File: src/rtl/rr_pkg.sv
// Shared definitions for the round-robin arbiter: sizing constants and
// vector helpers, all working on a 32-bit carrier with a runtime width.
package rr_pkg;
  localparam int RR_N_DEFAULT = 4;
  localparam int RR_MAX_N     = 32;
  localparam int RR_IDX_W     = 5;

  typedef logic [RR_MAX_N-1:0] rr_vec_t;
  typedef logic [RR_IDX_W-1:0] rr_idx_t;

  // Index of the set bit in a one-hot vector; zero when no bit is set.
  function automatic rr_idx_t onehot_to_idx(input rr_vec_t v);
    rr_idx_t idx;
    idx = '0;
    for (int i = 0; i < RR_MAX_N; i++)
      if (v[i]) idx = idx | RR_IDX_W'(i);
    return idx;
  endfunction

  // Rotate the low w bits of v right by sh (sh < w); bits above w read as 0.
  function automatic rr_vec_t rotate_right(input rr_vec_t v, input int unsigned sh,
                                           input int unsigned w);
    rr_vec_t r;
    rr_idx_t src;
    r = '0;
    for (int unsigned i = 0; i < RR_MAX_N; i++) begin
      src = RR_IDX_W'((i + sh) % w);
      if (i < w) r[i] = v[src];
    end
    return r;
  endfunction

  function automatic rr_vec_t rotate_left(input rr_vec_t v, input int unsigned sh,
                                          input int unsigned w);
    rr_vec_t r;
    rr_idx_t src;
    r = '0;
    for (int unsigned i = 0; i < RR_MAX_N; i++) begin
      src = RR_IDX_W'((i + w - sh) % w);
      if (i < w) r[i] = v[src];
    end
    return r;
  endfunction
endpackage

File: src/rtl/rr_priority_pick.sv
// Combinational rotating first-one finder: the requester at index ptr has
// highest priority, then ptr+1, wrapping modulo N.
module rr_priority_pick
  import rr_pkg::*;
#(
  parameter int N     = RR_N_DEFAULT,
  parameter int PTR_W = $clog2(N)
) (
  input  logic [N-1:0]     req,
  input  logic [PTR_W-1:0] ptr,
  output logic [N-1:0]     pick
);
  logic [N-1:0] rot;
  logic [N-1:0] low;

  always_comb begin
    rot  = N'(rotate_right(rr_vec_t'(req), 32'(ptr), N));
    // Two's-complement isolation keeps only the lowest set bit, so pick is one-hot or zero.
    low  = rot & (~rot + N'(1));
    pick = N'(rotate_left(rr_vec_t'(low), 32'(ptr), N));
  end
endmodule

File: src/rtl/round_robin.sv
// Round-robin arbiter: registered one-hot grant, re-arbitrated every cycle,
// the winner drops to lowest priority on the following cycle.
module round_robin
  import rr_pkg::*;
#(
  parameter int N     = RR_N_DEFAULT,
  parameter int PTR_W = $clog2(N)
) (
  input  logic         clk,
  input  logic         rst,
  input  logic [N-1:0] req,
  output logic [N-1:0] grant
);
  logic [PTR_W-1:0] ptr;
  logic [PTR_W-1:0] ptr_next;
  logic [N-1:0]     pick;
  rr_idx_t          win;

  rr_priority_pick #(.N(N), .PTR_W(PTR_W)) u_pick (
    .req  (req),
    .ptr  (ptr),
    .pick (pick)
  );

  always_comb begin
    win = onehot_to_idx(rr_vec_t'(pick));
    if (win == RR_IDX_W'(N - 1)) ptr_next = '0;
    else                         ptr_next = PTR_W'(win + RR_IDX_W'(1));
  end

  always_ff @(posedge clk or negedge rst) begin
    if (!rst) begin
      grant <= '0;
      ptr   <= '0;
    end else if (|req) begin
      grant <= pick;
      ptr   <= ptr_next;
    end else begin
      // Idle cycle: drop the grant but keep the rotation position.
      grant <= '0;
    end
  end
endmodule

File: config.mk
export PLATFORM = sky130hd
export DESIGN_NAME = round_robin
export DESIGN_NICKNAME = d
export VERILOG_FILES = /design/src/rtl/rr_pkg.sv /design/src/rtl/rr_priority_pick.sv /design/src/rtl/round_robin.sv
export SDC_FILE = /design/constraint.sdc
export NUM_CORES = 1
export LEC_CHECK = 0
export BUFFER_PORTS_ARGS = -buffer_cell sky130_fd_sc_hd__buf_2
export CORE_AREA = 8 8 45 47
export CTS_CLUSTER_DIAMETER = 120
export DETAILED_ROUTE_END_ITERATION = 6
export DIE_AREA = 0 0 53 55
export PLACE_DENSITY = 0.52
export SKIP_LAST_GASP = 1
export SYNTH_ARGS = -nofsm -noshare
export SYNTH_HDL_FRONTEND = slang
export SYNTH_SLANG_ARGS = --single-unit
File: constraint.sdc
create_clock -name clk -period 1.95 [get_ports clk]
set_input_delay 0.585 -clock clk [delete_from_list [all_inputs] [get_ports clk]]
set_output_delay 0.585 -clock clk [all_outputs]
set_load 0.01 [all_outputs]
==> key figures <==
Outcome
  • Status: finished clean

Logic synthesis
  • Count of cell types in the netlist: 19
  • Syn Inst Count: 31
  • Seq cells post-synth: 6
  • Post-synth ARST share: 100%
  • Largest family of logic cells by synthesized area: compound AO/OA/AOI/OAI gates
  • Mean post-synth cell area: 9.85 µm²
  • Ys flop type: dfrtp_1
  • Largest cells by area after synthesis: dfrtp_1, a21o_1, nor2b_4
  • Synth warnings: 0
  • Top cell type's share of synthesized area: 49.2%
  • Synth Cell Area: 305 µm²
  • EDFF count, synth: 0
  • Compound-Gate Fraction of Synth Area: 28.3%
  • Simple-Gate Fraction of Synth Area: 20.1%
  • Area leader, netlist: dfrtp_1
  • Syn_nets: 37
  • XOR/XNOR Fraction of Synth Area: 0%
  • Post-Synth Adder-Cell Area: 0%
  • Multiplexer area fraction after synthesis: 0%
  • Sequential share of the synthesized area: 49.2%

Power and ir drop
  • Psw: 0.185 mW
  • PwrDens: 1300 nW/µm²
  • Sw Share: 36.2%
  • P_leak: 0.198 nW
  • Internal power: 0.327 mW
  • VDD IR max: 0.327 mV
  • Combinational share of power: 35.6%
  • Clk pwr share: 21.0%
  • Part of the power in registers: 43.5%
  • Power Total: 0.512 mW

Die
  • Die Ht: 55 µm
  • Die Width: 53 µm
  • Starting density of the core: 22.1%
  • Row count: 14
  • Core Area: 1380 µm²
  • Area of the die: 2920 µm²
  • I/O pin count: 10

Layout
  • Most frequent cells in the layout: buf_2, dfrtp_1, nor2_1, clkbuf_4
  • Share of cells above drive strength 1: 34.9%
  • Synth-to-Final Area Change: 28.7%
  • Final core occ: 28.4%
  • Filler Cell Count: 153
  • Final #Nets: 51
  • Ant. Diodes: 0
  • Post-route insts no fill: 59
  • Commonest non-fill, non-tap cell in the layout: buf_2

Setup path
  • FF-to-FF path depth: 3
  • Critical R2R Capture: grant[0]
  • Worst EP required: 1.36 ns
  • Critical path data arrival time: 0.71 ns
  • Worst reg-to-reg setup slack: 0.87 ns
  • CP bufs+invs: 1
  • Crit. End Element: primary output
  • Critical R2R Launch: ptr[0]
  • Crit-path max cell delay: 0.35 ns
  • Critical path startpoint category: flip-flop
  • WS Path Type: reg -> out
  • CP Cell Sequence: buf_2
  • CP max-delay cell: dfrtp_1
  • Crit path max fanout: 1
  • Cell family with most CP delay: flip-flops

STA
  • Worst Clk Skew: 0.00231 ns
  • Worst Tran Pin Value: 0.278 ns
  • Slew headroom: 81.5%
  • Endpoints failing hold: 0
  • Final setup vio count: 0
  • RSZ-0062 raised after global routing: false
  • Fmax achieved: 771 MHz
  • Final Cycle Share: 66.5%
  • Final Slew Violations: 0
  • Sum Neg Setup Slack: 0 ns
  • Tmin final: 1.30 ns

Clock network
  • Worst skew pair latency: 0.23 ns
  • Clock-pin slew of the registers on the worst-case setup and hold paths: 0.04 ns
  • CTS tree: built
  • Setup Fix Bufs, Post-CTS: 0
  • Maximum root-to-sink buffer count: 2
  • Max H-tree Level: 1
  • Sink Count: 6
  • Total CTS buffers: 3
  • CTS Root Buffer Type: clkbuf_4
  • PostCTS Resize Cnt: 0
  • Hold Buf Count CTS: 0

GRT
  • Met3 usage: 3.21%
  • Vias in the first global route: 278
  • Busiest layer in global routing: met2
  • First-pass GRT wire length: 1100 µm
  • Largest net degree at the start of global routing: 9
  • All-Layer GR Usage: 5.49%
  • Initial antenna violation count: 0
  • GR Overflow Total: 0
  • GR Layer Usage met2: 7.62%
  • Met1 usage: 5.08%

Detailed routing
  • Initial DRC count: 7
  • Via count: 278
  • Wirelength per Cell: 12.0 µm
  • Detail Route Antenna Nets: 0
  • Drt first pass iters: 4
  • Post-route DRC violation count: 0
  • Via density: 4.71
  • Final wirelength: 709 µm

Job
  • Maxcap violations: 0

Placement
  • RD Place Congestion: 0.799
  • Placed cells: 56
  • Port bufs: 9

Hold path
  • Tightest Hold Check Type: in -> async
synth_stat cells (2+ instances only):
master	n
a21o_1	2
a21oi_1	2
dfrtp_1	6
nand2_1	2
nor2_1	3
nor3_1	2
o21ai_0	2
routing by layer:
metal	wire [µm]	share of wire (%)
met2	313	44
met5	0	0
met1	311	44
met4	9	1.3
met3	73	10
worst max-delay path by stage:
stage	slack, ns	to	start	cells after the start
finish	0.65	grant[3]	grant[3]	1
global route	0.60	grant[0]	grant[0]	1
CTS	0.64	grant[3]	grant[3]	1
detailed placement	0.59	grant[0]	req[2]	4
global placement	0.60	grant[0]	req[2]	4
floorplan	0.82	grant[0]	req[2]	3
power groups by stage:
stage	registers, mW	clock network (mW)	logic, mW
4_1_cts	0.222	0.115	0.184
6_report	0.223	0.108	0.182
3_5_place_dp	0.222	0	0.186
3_3_place_gp	0.225	0	0.188
5_1_grt	0.234	0.125	0.201
2_1_floorplan	0.227	0	0.114
cells by family (layout without fill, tap and decap cells):
| group | Yosys count | in the layout |
|---|---|---|
| flip-flops | 6 | 6 |
| AO/OA/AOI/OAI | 12 | 12 |
| buffers and inverters | 2 | 14 |
| AND/OR/NAND/NOR | 11 | 11 |
cell type report:
type                            instances  area [µm²]  share of cell area [%]
Inverter                                2        7.51                    1.91
Tap cell                               16        20.0                    5.10
Multi-Input combinational cell         23         148                    37.6
Clock buffer                            3        22.5                    5.73
Sequential cell                         6         150                    38.2
Timing Repair Buffer                    9        45.0                    11.5
flip-flops by register name, summed over array words and instances, names as in the netlist:
| signal | flops |
|---|---|
| grant | 4 |
| ptr | 2 |
through the flow:
step / cell area (µm²) / worst slack [ns] / hold WS (ns)
floorplan: 305 / 0.822 / 0.289
global placement: 370 / 0.602 / 0.411
detailed placement: 370 / 0.589 / 0.413
CTS: 393 / 0.637 / 0.153
global route: 393 / 0.602 / 0.149
finish: 393 / 0.653 / 0.161
(Power assumes the default switching activity.)
